--- config.mk ---
export PLATFORM = sky130hd
export DESIGN_NAME = dram_cmd_gen_flat
export DESIGN_NICKNAME = d
export VERILOG_FILES = /design/src/rtl/dram_cmd_gen_if.sv /design/src/rtl/dram_cmd_gen.sv /design/src/flat_wrapper.sv
export SDC_FILE = /design/constraint.sdc
export NUM_CORES = 1
export LEC_CHECK = 0
export ABC_CLOCK_PERIOD_IN_PS = 3950
export CAP_MARGIN = 10
export CORE_MARGIN = 4
export CORE_UTILIZATION = 40
export CTS_BUF_LIST = sky130_fd_sc_hd__clkbuf_4 sky130_fd_sc_hd__clkbuf_8
export DETAILED_ROUTE_END_ITERATION = 8
export SLEW_MARGIN = 20
export SYNTH_ARGS = -nofsm -noshare
export SYNTH_HDL_FRONTEND = slang
export SYNTH_SLANG_ARGS = --single-unit
--- constraint.sdc ---
create_clock -name clk -period 3.95 [get_ports clk]
set_input_delay 0.5925 -clock clk [delete_from_list [all_inputs] [get_ports clk]]
set_output_delay 0.5925 -clock clk [all_outputs]
set_load 0.02 [all_outputs]
--- src/rtl/dram_cmd_gen_if.sv ---
// Request/command bundle between the request queue, the command generator
// and the DRAM PHY side. The master drives requests; the slave issues commands.
interface dram_cmd_gen_if;
    logic        req_valid;
    logic        req_ready;
    logic [1:0]  req_opcode;
    logic [32:0] req_addr;
    logic        cmd_valid;
    logic [2:0]  cmd;
    logic [1:0]  cmd_bg;
    logic [1:0]  cmd_bank;
    logic [14:0] cmd_row;
    logic [10:0] cmd_col;
    logic        err;
    logic [31:0] hit_count;
    logic [31:0] miss_count;
    logic [31:0] conflict_count;

    modport master (
        output req_valid, req_opcode, req_addr,
        input  req_ready, cmd_valid, cmd, cmd_bg, cmd_bank, cmd_row, cmd_col,
        input  err, hit_count, miss_count, conflict_count
    );

    modport slave (
        input  req_valid, req_opcode, req_addr,
        output req_ready, cmd_valid, cmd, cmd_bg, cmd_bank, cmd_row, cmd_col,
        output err, hit_count, miss_count, conflict_count
    );
endinterface

--- src/rtl/dram_cmd_gen.sv ---
// DRAM command generator: decodes one request at a time, tracks open rows
// for 16 banks (open-page policy) and issues PRE/ACT/RD/WR with tRP, tRCD
// and burst spacing enforced by a single wait counter.
module dram_cmd_gen #(
    parameter int unsigned T_RP    = 39,
    parameter int unsigned T_RCD   = 39,
    parameter int unsigned T_BURST = 8
) (
    input logic           clk,
    input logic           rst,
    dram_cmd_gen_if.slave bus
);

    typedef enum logic [2:0] {
        S_IDLE, S_PRE, S_WAIT_RP, S_ACT, S_WAIT_RCD, S_RW, S_WAIT_BURST, S_ERR
    } state_t;

    typedef enum logic [2:0] {
        CMD_NOP = 3'd0, CMD_ACT = 3'd1, CMD_PRE = 3'd2, CMD_RD = 3'd3, CMD_WR = 3'd4
    } cmd_t;

    localparam logic [15:0] RP_LOAD    = 16'(T_RP - 1);
    localparam logic [15:0] RCD_LOAD   = 16'(T_RCD - 1);
    localparam logic [15:0] BURST_LOAD = 16'(T_BURST - 1);

    state_t      state_q, state_d;
    logic [15:0] wait_q, wait_d;
    logic [1:0]  op_q, op_d;
    logic [1:0]  bg_q, bg_d, bank_q, bank_d;
    logic [14:0] row_q, row_d;
    logic [10:0] col_q, col_d;
    logic [31:0] hit_q, hit_d, miss_q, miss_d, conf_q, conf_d;
    logic [15:0] open_q;
    logic [14:0] row_tab_q [16];

    logic        ready_q, ready_d, cmd_valid_q, cmd_valid_d, err_q, err_d;
    cmd_t        cmd_q, cmd_d;
    logic [1:0]  out_bg_q, out_bg_d, out_bank_q, out_bank_d;
    logic [14:0] out_row_q, out_row_d;
    logic [10:0] out_col_q, out_col_d;

    logic [1:0]  dec_bg, dec_bank;
    logic [14:0] dec_row;
    logic [10:0] dec_col;
    logic [3:0]  dec_idx;
    logic        accept;
    logic        unused_addr_bits;

    assign dec_bg           = bus.req_addr[7:6];
    assign dec_bank         = bus.req_addr[9:8];
    assign dec_row          = bus.req_addr[32:18];
    assign dec_col          = {bus.req_addr[17:10], bus.req_addr[5:3]};
    assign dec_idx          = {dec_bg, dec_bank};
    assign unused_addr_bits = ^bus.req_addr[2:0];
    assign accept           = (state_q == S_IDLE) && bus.req_valid;

    // Next-state, request latch, classification counters and registered-output next values.
    always_comb begin
        state_d = state_q;
        wait_d  = wait_q;
        op_d    = op_q;
        bg_d    = bg_q;
        bank_d  = bank_q;
        row_d   = row_q;
        col_d   = col_q;
        hit_d   = hit_q;
        miss_d  = miss_q;
        conf_d  = conf_q;

        unique case (state_q)
            S_IDLE: begin
                if (accept) begin
                    op_d   = bus.req_opcode;
                    bg_d   = dec_bg;
                    bank_d = dec_bank;
                    row_d  = dec_row;
                    col_d  = dec_col;
                    if (bus.req_opcode == 2'd3) begin
                        state_d = S_ERR;
                    end else if (!open_q[dec_idx]) begin
                        state_d = S_ACT;
                        miss_d  = miss_q + 32'd1;
                    end else if (row_tab_q[dec_idx] == dec_row) begin
                        state_d = S_RW;
                        hit_d   = hit_q + 32'd1;
                    end else begin
                        state_d = S_PRE;
                        conf_d  = conf_q + 32'd1;
                    end
                end
            end
            S_PRE: begin
                if (T_RP > 1) begin
                    state_d = S_WAIT_RP;
                    wait_d  = RP_LOAD;
                end else begin
                    state_d = S_ACT;
                end
            end
            S_WAIT_RP: begin
                if (wait_q == 16'd1) state_d = S_ACT;
                else                 wait_d  = wait_q - 16'd1;
            end
            S_ACT: begin
                if (T_RCD > 1) begin
                    state_d = S_WAIT_RCD;
                    wait_d  = RCD_LOAD;
                end else begin
                    state_d = S_RW;
                end
            end
            S_WAIT_RCD: begin
                if (wait_q == 16'd1) state_d = S_RW;
                else                 wait_d  = wait_q - 16'd1;
            end
            S_RW: begin
                if (T_BURST > 1) begin
                    state_d = S_WAIT_BURST;
                    wait_d  = BURST_LOAD;
                end else begin
                    state_d = S_IDLE;
                end
            end
            S_WAIT_BURST: begin
                if (wait_q == 16'd1) state_d = S_IDLE;
                else                 wait_d  = wait_q - 16'd1;
            end
            S_ERR:   state_d = S_IDLE;
            default: state_d = S_IDLE;
        endcase

        // Outputs are registered from the next state so a command appears
        // in the same cycle its issuing state is occupied.
        cmd_d = CMD_NOP;
        unique case (state_d)
            S_PRE:   cmd_d = CMD_PRE;
            S_ACT:   cmd_d = CMD_ACT;
            S_RW:    cmd_d = (op_d == 2'd1) ? CMD_WR : CMD_RD;
            default: cmd_d = CMD_NOP;
        endcase
        cmd_valid_d = (cmd_d != CMD_NOP);
        err_d       = (state_d == S_ERR);
        ready_d     = (state_d == S_IDLE);
        out_bg_d    = cmd_valid_d ? bg_d   : out_bg_q;
        out_bank_d  = cmd_valid_d ? bank_d : out_bank_q;
        out_row_d   = cmd_valid_d ? row_d  : out_row_q;
        out_col_d   = cmd_valid_d ? col_d  : out_col_q;
    end

    // State, latched request, counters, open bits and registered outputs.
    always_ff @(posedge clk) begin
        if (rst) begin
            state_q     <= S_IDLE;
            wait_q      <= '0;
            op_q        <= '0;
            bg_q        <= '0;
            bank_q      <= '0;
            row_q       <= '0;
            col_q       <= '0;
            hit_q       <= '0;
            miss_q      <= '0;
            conf_q      <= '0;
            open_q      <= '0;
            ready_q     <= 1'b1;
            cmd_valid_q <= 1'b0;
            cmd_q       <= CMD_NOP;
            err_q       <= 1'b0;
            out_bg_q    <= '0;
            out_bank_q  <= '0;
            out_row_q   <= '0;
            out_col_q   <= '0;
        end else begin
            state_q     <= state_d;
            wait_q      <= wait_d;
            op_q        <= op_d;
            bg_q        <= bg_d;
            bank_q      <= bank_d;
            row_q       <= row_d;
            col_q       <= col_d;
            hit_q       <= hit_d;
            miss_q      <= miss_d;
            conf_q      <= conf_d;
            ready_q     <= ready_d;
            cmd_valid_q <= cmd_valid_d;
            cmd_q       <= cmd_d;
            err_q       <= err_d;
            out_bg_q    <= out_bg_d;
            out_bank_q  <= out_bank_d;
            out_row_q   <= out_row_d;
            out_col_q   <= out_col_d;
            if (state_q == S_PRE) open_q[{bg_q, bank_q}] <= 1'b0;
            if (state_q == S_ACT) open_q[{bg_q, bank_q}] <= 1'b1;
        end
    end

    // Open-row table contents; validity is carried by open_q, so no reset needed.
    always_ff @(posedge clk) begin
        if (!rst && state_q == S_ACT) row_tab_q[{bg_q, bank_q}] <= row_q;
    end

    assign bus.req_ready      = ready_q;
    assign bus.cmd_valid      = cmd_valid_q;
    assign bus.cmd            = cmd_q;
    assign bus.cmd_bg         = out_bg_q;
    assign bus.cmd_bank       = out_bank_q;
    assign bus.cmd_row        = out_row_q;
    assign bus.cmd_col        = out_col_q;
    assign bus.err            = err_q;
    assign bus.hit_count      = hit_q;
    assign bus.miss_count     = miss_q;
    assign bus.conflict_count = conf_q;

endmodule

--- src/flat_wrapper.sv ---
// flat-port wrapper written by rule: the top's interface ports become plain ports
module dram_cmd_gen_flat 
#(
    parameter int unsigned T_RP    = 39,
    parameter int unsigned T_RCD   = 39,
    parameter int unsigned T_BURST = 8
)
  (clk, rst, bus_req_valid, bus_req_opcode, bus_req_addr, bus_req_ready, bus_cmd_valid, bus_cmd, bus_cmd_bg, bus_cmd_bank, bus_cmd_row, bus_cmd_col, bus_err, bus_hit_count, bus_miss_count, bus_conflict_count);
  dram_cmd_gen_if bus_i ();
  input logic clk;
  input logic rst;
  input wire logic [$bits(bus_i.req_valid)-1:0] bus_req_valid;
  input wire logic [$bits(bus_i.req_opcode)-1:0] bus_req_opcode;
  input wire logic [$bits(bus_i.req_addr)-1:0] bus_req_addr;
  output wire logic [$bits(bus_i.req_ready)-1:0] bus_req_ready;
  output wire logic [$bits(bus_i.cmd_valid)-1:0] bus_cmd_valid;
  output wire logic [$bits(bus_i.cmd)-1:0] bus_cmd;
  output wire logic [$bits(bus_i.cmd_bg)-1:0] bus_cmd_bg;
  output wire logic [$bits(bus_i.cmd_bank)-1:0] bus_cmd_bank;
  output wire logic [$bits(bus_i.cmd_row)-1:0] bus_cmd_row;
  output wire logic [$bits(bus_i.cmd_col)-1:0] bus_cmd_col;
  output wire logic [$bits(bus_i.err)-1:0] bus_err;
  output wire logic [$bits(bus_i.hit_count)-1:0] bus_hit_count;
  output wire logic [$bits(bus_i.miss_count)-1:0] bus_miss_count;
  output wire logic [$bits(bus_i.conflict_count)-1:0] bus_conflict_count;
  assign bus_i.req_valid = bus_req_valid;
  assign bus_i.req_opcode = bus_req_opcode;
  assign bus_i.req_addr = bus_req_addr;
  assign bus_req_ready = bus_i.req_ready;
  assign bus_cmd_valid = bus_i.cmd_valid;
  assign bus_cmd = bus_i.cmd;
  assign bus_cmd_bg = bus_i.cmd_bg;
  assign bus_cmd_bank = bus_i.cmd_bank;
  assign bus_cmd_row = bus_i.cmd_row;
  assign bus_cmd_col = bus_i.cmd_col;
  assign bus_err = bus_i.err;
  assign bus_hit_count = bus_i.hit_count;
  assign bus_miss_count = bus_i.miss_count;
  assign bus_conflict_count = bus_i.conflict_count;
  dram_cmd_gen #(.T_RP(T_RP), .T_RCD(T_RCD), .T_BURST(T_BURST)) u_core (.clk(clk), .rst(rst), .bus(bus_i));
endmodule
==> results of run 1 <==
[synth_stat cells, drive strengths merged, types with 3 or more instances]
library cell	number
nor4	11
o31ai	34
nor2b	54
a211oi	3
o41ai	3
a31o	15
nand2b	11
nor3	19
mux4	63
edfxtp	240
a21oi	118
and3	22
and4	10
mux2	33
dfxtp	199
inv	37
clkbuf	50
nand2	134
and2	10
mux2i	25
xor2	33
or4	34
nand3	34
nand4	36
buf	39
nand4b	3
o22ai	3
xnor2	31
o21ai	62
or2	3
ha	5
or3	21
nor2	83
[logic make-up after synthesis]
group	after synthesis	synth area share
adders and majority gates	5	0.00337
DFF	439	0.603
muxes	121	0.110
buffers and inverters	126	0.0333
AOI/OAI and AO/OA	256	0.0831
xor gates and xnor gates	64	0.0302
and+or+nand+nor	490	0.138
[worst register-to-register path, stage by stage, from the launching register on]
cell and delay [ps]:
dfxtp_1 500, or4b_2 790, a21oi_1 320, and4b_1 350
nand3_1 220, nor2_1 400, nand3_1 150, xor2_1 170
nor2_1 50
[final cells by class]
type | count | area (µm²)
fillers | 3990 | 23000
clock buffers | 111 | 1350
well taps | 600 | 751
clock inverters | 25 | 140
diodes | 3 | 7.51
flip-flops and latches | 439 | 11200
inverters | 37 | 139
repair buffers | 227 | 2270
multi-input cells | 936 | 6770
[power by group through the flow]
stage / logic, mW / registers, mW / clock network (mW)
final: 1.31 / 5.24 / 4.04
after global placement: 1.30 / 5.32 / 0
after detailed placement: 1.31 / 5.34 / 0
after floorplan: 0.855 / 5.32 / 0
after global routing: 1.44 / 5.27 / 4.38
after CTS: 1.32 / 5.24 / 4.17
[stage by stage]
| step | std cells | hold WS [ps] | setup slack (ps) | utilization | instance area [µm²] |
|---|---|---|---|---|---|
| after floorplan | 1501 | 431 | 586 | - | 18600 |
| after global placement | 2239 | 438 | 165 | 0.462 | 21100 |
| after detailed placement | 2239 | 449 | 98.8 | 0.462 | 21100 |
| final | 2378 | 455 | 768 | 0.495 | 22600 |
| after CTS | 2375 | 436 | 788 | 0.495 | 22600 |
| after global routing | 2376 | 479 | 523 | 0.495 | 22600 |
[cells in the final DEF, fill, tap and decap left out, drive strengths merged, types with 11 or more instances in the layout]
| cell type | Yosys | final |
|---|---|---|
| a21oi | 118 | 118 |
| a31o | 15 | 15 |
| and3 | 22 | 22 |
| buf | 39 | 65 |
| clkbuf | 50 | 111 |
| clkdlybuf4s50 | 0 | 162 |
| clkinv | 0 | 18 |
| dfxtp | 199 | 199 |
| edfxtp | 240 | 240 |
| inv | 37 | 40 |
| mux2 | 33 | 33 |
| mux2i | 25 | 25 |
| mux4 | 63 | 63 |
| nand2 | 134 | 134 |
| nand2b | 11 | 11 |
| nand3 | 34 | 34 |
| nand4 | 36 | 36 |
| nor2 | 83 | 83 |
| nor2b | 54 | 54 |
| nor3 | 19 | 19 |
| nor4 | 11 | 11 |
| o21ai | 62 | 62 |
| o31ai | 34 | 34 |
| or3 | 21 | 21 |
| or4 | 34 | 34 |
| xnor2 | 31 | 31 |
| xor2 | 33 | 33 |
[routing by layer]
metal | part of all wire | GRT usage
met1 | 0.45 | 0.244
met2 | 0.47 | 0.294
met3 | 0.056 | 0.0400
met4 | 0.024 | 0.0543
met5 | 0 | 0
[path summary, 6_finish.rpt]
check / startpoint / endpoint / slack (ps) / depth (start not counted)
max: bus_req_addr[9] / u_core.bus.conflict_count[4]$_SDFFE_PP0P_ / 770 / 12
max reg2reg: u_core.state_q[0]$_SDFF_PP0_ / u_core.bus.miss_count[24]$_SDFFE_PP0P_ / 860 / 8
min reg2reg: u_core.col_q[0]$_SDFF_PP0_ / u_core.col_q[0]$_SDFF_PP0_ / 450 / 2
min: u_core.col_q[0]$_SDFF_PP0_ / u_core.col_q[0]$_SDFF_PP0_ / 450 / 2
[registers in the layout (all words and copies together), names as in the netlist, 2 cells and up]
register / flops
u_core.state_q: 3
u_core.bus.cmd_col: 11
u_core.bus.cmd_bg: 2
u_core.bg_q: 2
u_core.bus.cmd_bank: 2
u_core.op_q: 2
u_core.bank_q: 2
u_core.bus.cmd: 3
u_core.bus.cmd_row: 15
u_core.bus.conflict_count: 32
u_core.wait_q: 16
u_core.col_q: 11
u_core.bus.miss_count: 32
u_core.open_q: 16
u_core.row_q: 15
u_core.row_tab_q: 240
u_core.bus.hit_count: 32
==> flow_summary.toml, run 1 <==
[setup_path]
cp_max_fo = 18
cp_data_required_time_ps = 4490
crit_chain = "buf_2 -> buf_12 -> mux4_2 -> mux2i_1 -> xnor2_1 -> mux2i_1 -> and3_1 -> and4_2 -> buf_12 -> buf_4 -> or4_1 -> a21oi_1"
cp_top_family = "simple AND/OR/NAND/NOR gates"
criticalPathCategory = "in -> reg"
path_buf_inv = 4
critPathMaxStageDelay_ps = 520
cp_slowest_cell = "mux4_2"
cp.arrival_ps = 3720
end_kind = "flip-flop"
critPathLaunchType = "primary input"

[timing]
worstMarginPinSlew_ps = 955
rsz0062_at_grt = "false"
drv_slew = 0
fmax_mhz = 314
fin_setup_tns_ps = 0
slew_headroom = 0.364
finalCritPeriodShare = 0.806
fin_worst_skew_ps = 15.9
hold_viol_final = 0
setup_viol_count_final = 0
finalCriticalPeriod_ps = 3180

[synthesis]
synth_flop_cell = "edfxtp_1"
ys_seq_elements = 439
synth_area_leaders = "edfxtp_1 (39%), dfxtp_1 (21%), mux4_2 (7.6%), a21oi_1 (3.2%), nand2_1 (2.7%)"
synth.distinct_cells = 63
synth_top_area_frac = 0.388
netlist_area_mm2 = 0.0186
yosysSeqAreaShare = 0.603
synth_top_cell_by_area = "edfxtp_1"
synth_warnings = 0
synth_edf_count = 240
synth.avg_cell_area_um2 = 12.4
synth_fp_nets = 1544
syn_inst = 1501
synthArstFlopShare = 0

[power]
p_switching_mw = 2.79
power_mw = 10.6
internal_power_mw = 7.80
powerDensity_mw_per_mm2 = 468
leakage_nw = 7.62
power.share.combinational = 0.123
pwr-share-seq = 0.495
p_sw_frac = 0.264
power_frac_clock = 0.382
peakVddDrop_v = 0.000299

[clock_tree]
cts_buffer_depth = 3
cts_sinks = 439
cts-root-buf = "clkbuf_8"
clock_latency_ps = 630
post-cts-setup-buffers = 0
htree_levels = 3
cts_buffers = 75
cts_tree = "yes"
cts_hold_buf = 0
post_cts_resized = 0
path_clk_slew_ps = 50

[cells_and_area]
drive_above_1_share = 0.175
nNetsFinal = 1759
syn2layout_area_growth_pct = 21.8

[place]
gp_congestion = 0.788
port_buffers = 166
post-dp-hpwl_um = 29600

[global_routing]
grt_remaining_overflow = 0
grt_max_degree = 186
grt_usage = 0.181
grt_pass1_vias = 12300
grt_pass1_wl_um = 70900
antenna_found_initial = 3

[die]
core_region_area_mm2 = 0.0457
num_io_pins = 170
initial_core_util = 0.407
rows = 78
die_area_mm2 = 0.0499
die_h_um = 223
die_x_um = 223

[route]
viasPerCell = 5.38
routedWlPerCell_um = 19.6
drt_iter0_drc = 1106
antenna_left = 0
firstDrtPassIters = 5
totalWireLength_um = 46600
drc = 0
num_vias = 12800

[status]
status = "complete, no violations"

[min_path]
hp-class = "reg -> reg"

[flow_run]
cap_violations = 0
No activity file was read; power rests on OpenSTA's default activity.
==> run 2, diff against run 1 <==
- ABC_CLOCK_PERIOD_IN_PS: 3950 -> 3160
- clock period: 3.95 -> 3.16 ns (I/O delays scaled with it)
==> run 2 against run 1 <==
  * Final area increased by 2.8%
  * Cell count increased by 2.1%
  * Clock skew increased by 11 ps
  * Via count increased by 1.3%
  * Sequential share of layout area decreased by 1.4 points
  * Global-route usage increased by 0.49 points
  * Combinational power increased by 35%
  * Register-to-register slack got worse by 800 ps
  * Sequential cell count unchanged
  * Non-clock buffer count increased by 45
  * Core utilization increased by 1.4 points
==> flow_summary.toml, run 2 (synthesized netlist as in run 1, its figures left out) <==
[cells_and_area]
nNetsFinal = 1806
utilization = 0.509
postLayoutCellArea_mm2 = 0.0233
syn2layout_area_growth_pct = 25.3
largest_register_ffs = 240
drive_above_1_share = 0.203
final_cell_mix = "edfxtp_1 (240), dfxtp_1 (199), clkdlybuf4s50_1 (162)"
regMostFlops = "u_core.row_tab_q"
layout_commonest_cell = "edfxtp_1"

[clock_tree]
clock_latency_ps = 660
cts_buffers = 77
htree_levels = 3
path_clk_slew_ps = 60
cts_sinks = 439
cts_buffer_depth = 3
cts-root-buf = "clkbuf_8"
cts_tree = "yes"

[status]
status = "complete, no violations"

[route]
firstDrtPassIters = 5
totalWireLength_um = 47600
num_vias = 13000
viasPerCell = 5.35
drc = 0
antenna_left = 0
drt_iter0_drc = 998
routedWlPerCell_um = 19.6

[die]
die_area_mm2 = 0.0499
die_h_um = 223
die_x_um = 223
initial_core_util = 0.407
rows = 78
num_io_pins = 170
core_region_area_mm2 = 0.0457

[timing]
finalCritPeriodShare = 0.982
setup_viol_count_final = 0
worstMarginPinSlew_ps = 914
rsz0062_at_grt = "true"
finalCriticalPeriod_ps = 3100
hold_viol_final = 0
timing.hold.ws_ps = 388
fin_worst_skew_ps = 27.0
fmax_mhz = 322
slew_headroom = 0.391
fin_setup_tns_ps = 0
drv_slew = 0

[min_path]
hp-class = "in -> reg"

[global_routing]
grt_usage = 0.186
grt_pass1_vias = 12600
antenna_found_initial = 2
grt_pass1_wl_um = 73000
grt_remaining_overflow = 0
grt_max_degree = 186

[power]
peakVddDrop_v = 0.000385
powerDensity_mw_per_mm2 = 584
leakage_nw = 7.96
power_mw = 13.6

[place]
gp_congestion = 0.805
post-dp-hpwl_um = 30200
place_area_mm2 = 0.0215
port_buffers = 166

[setup_path]
cp.arrival_ps = 3670
critPathLaunchType = "flip-flop"
criticalPathCategory = "reg -> reg"
cp_data_required_time_ps = 3730
end_kind = "flip-flop"
cp_max_fo = 6

[flow_run]
cap_violations = 0
-- run 2: cell count changes in the layout (fill, tap and decap cells not counted), sizes merged --
cell / before / now
clkbuf: 111 / 120
diode: 3 / 2
buf: 65 / 108
inv: 40 / 42
clkinv: 18 / 17
clkinvlp: 4 / 1
-- run 2: timing repair --
action | in CTS | in global routing
gates resized for setup | 0 | 17
hold buffers | 0 | 0
buffers inserted | 0 | 2
endpoints found under the setup margin | 0 | 60
-- run 2: report_power, final --
group	leakage [nW]	internal (mW)	switching [mW]
registers	3.81	6.30	0.232
logic	3.31	0.778	0.995
clock network	0.842	2.92	2.35
-- run 2: path summary, 6_finish.rpt --
check,start,to,slack [ps],depth (start not counted)
setup / recovery,u_core.row_tab_q[7][13]$_DFFE_PP_,u_core.bus.hit_count[29]$_SDFFE_PP0P_,60,10
hold / removal,bus_req_addr[10],u_core.col_q[3]$_SDFF_PP0_,390,3
setup reg to reg,u_core.row_tab_q[7][13]$_DFFE_PP_,u_core.bus.hit_count[29]$_SDFFE_PP0P_,60,10
hold reg to reg,u_core.op_q[1]$_SDFF_PP0_,u_core.op_q[1]$_SDFF_PP0_,450,2
-- run 2: per-stage QoR --
| stage | cells | setup slack [ps] |
|---|---|---|
| 2_1_floorplan | 1501 | 0.800 |
| 3_3_place_gp | 2280 | -463 |
| 3_5_place_dp | 2280 | -511 |
| 4_1_cts | 2421 | 8.94 |
| 5_1_grt | 2425 | -66.3 |
| 6_report | 2427 | 56.3 |
-- run 2: routing by layer --
| layer | wire, µm | GRT usage |
|---|---|---|
| met5 | 0 | 0 |
| met4 | 787 | 0.0451 |
| met2 | 22900 | 0.306 |
| met3 | 2830 | 0.0439 |
| met1 | 21100 | 0.250 |
-- run 2: critical path, stage by stage (launching register included) --
cell and delay, ps:
edfxtp_1 370, mux4_2 480, mux2i_2 180, xnor2_1 100, or4_4 540, a211oi_4 250, buf_6 160, nand4_4 170
buf_12 190, or4_4 410, a21oi_2 150
-- run 2: layout make-up --
class | count | area (µm²)
inverter | 37 | 139
antenna | 2 | 5.00
clock buffer | 118 | 1430
fill | 4053 | 22400
tap | 600 | 751
multi-input combinational | 936 | 6850
clock inverter | 23 | 149
sequential | 439 | 11200
timing repair buffer | 272 | 2750
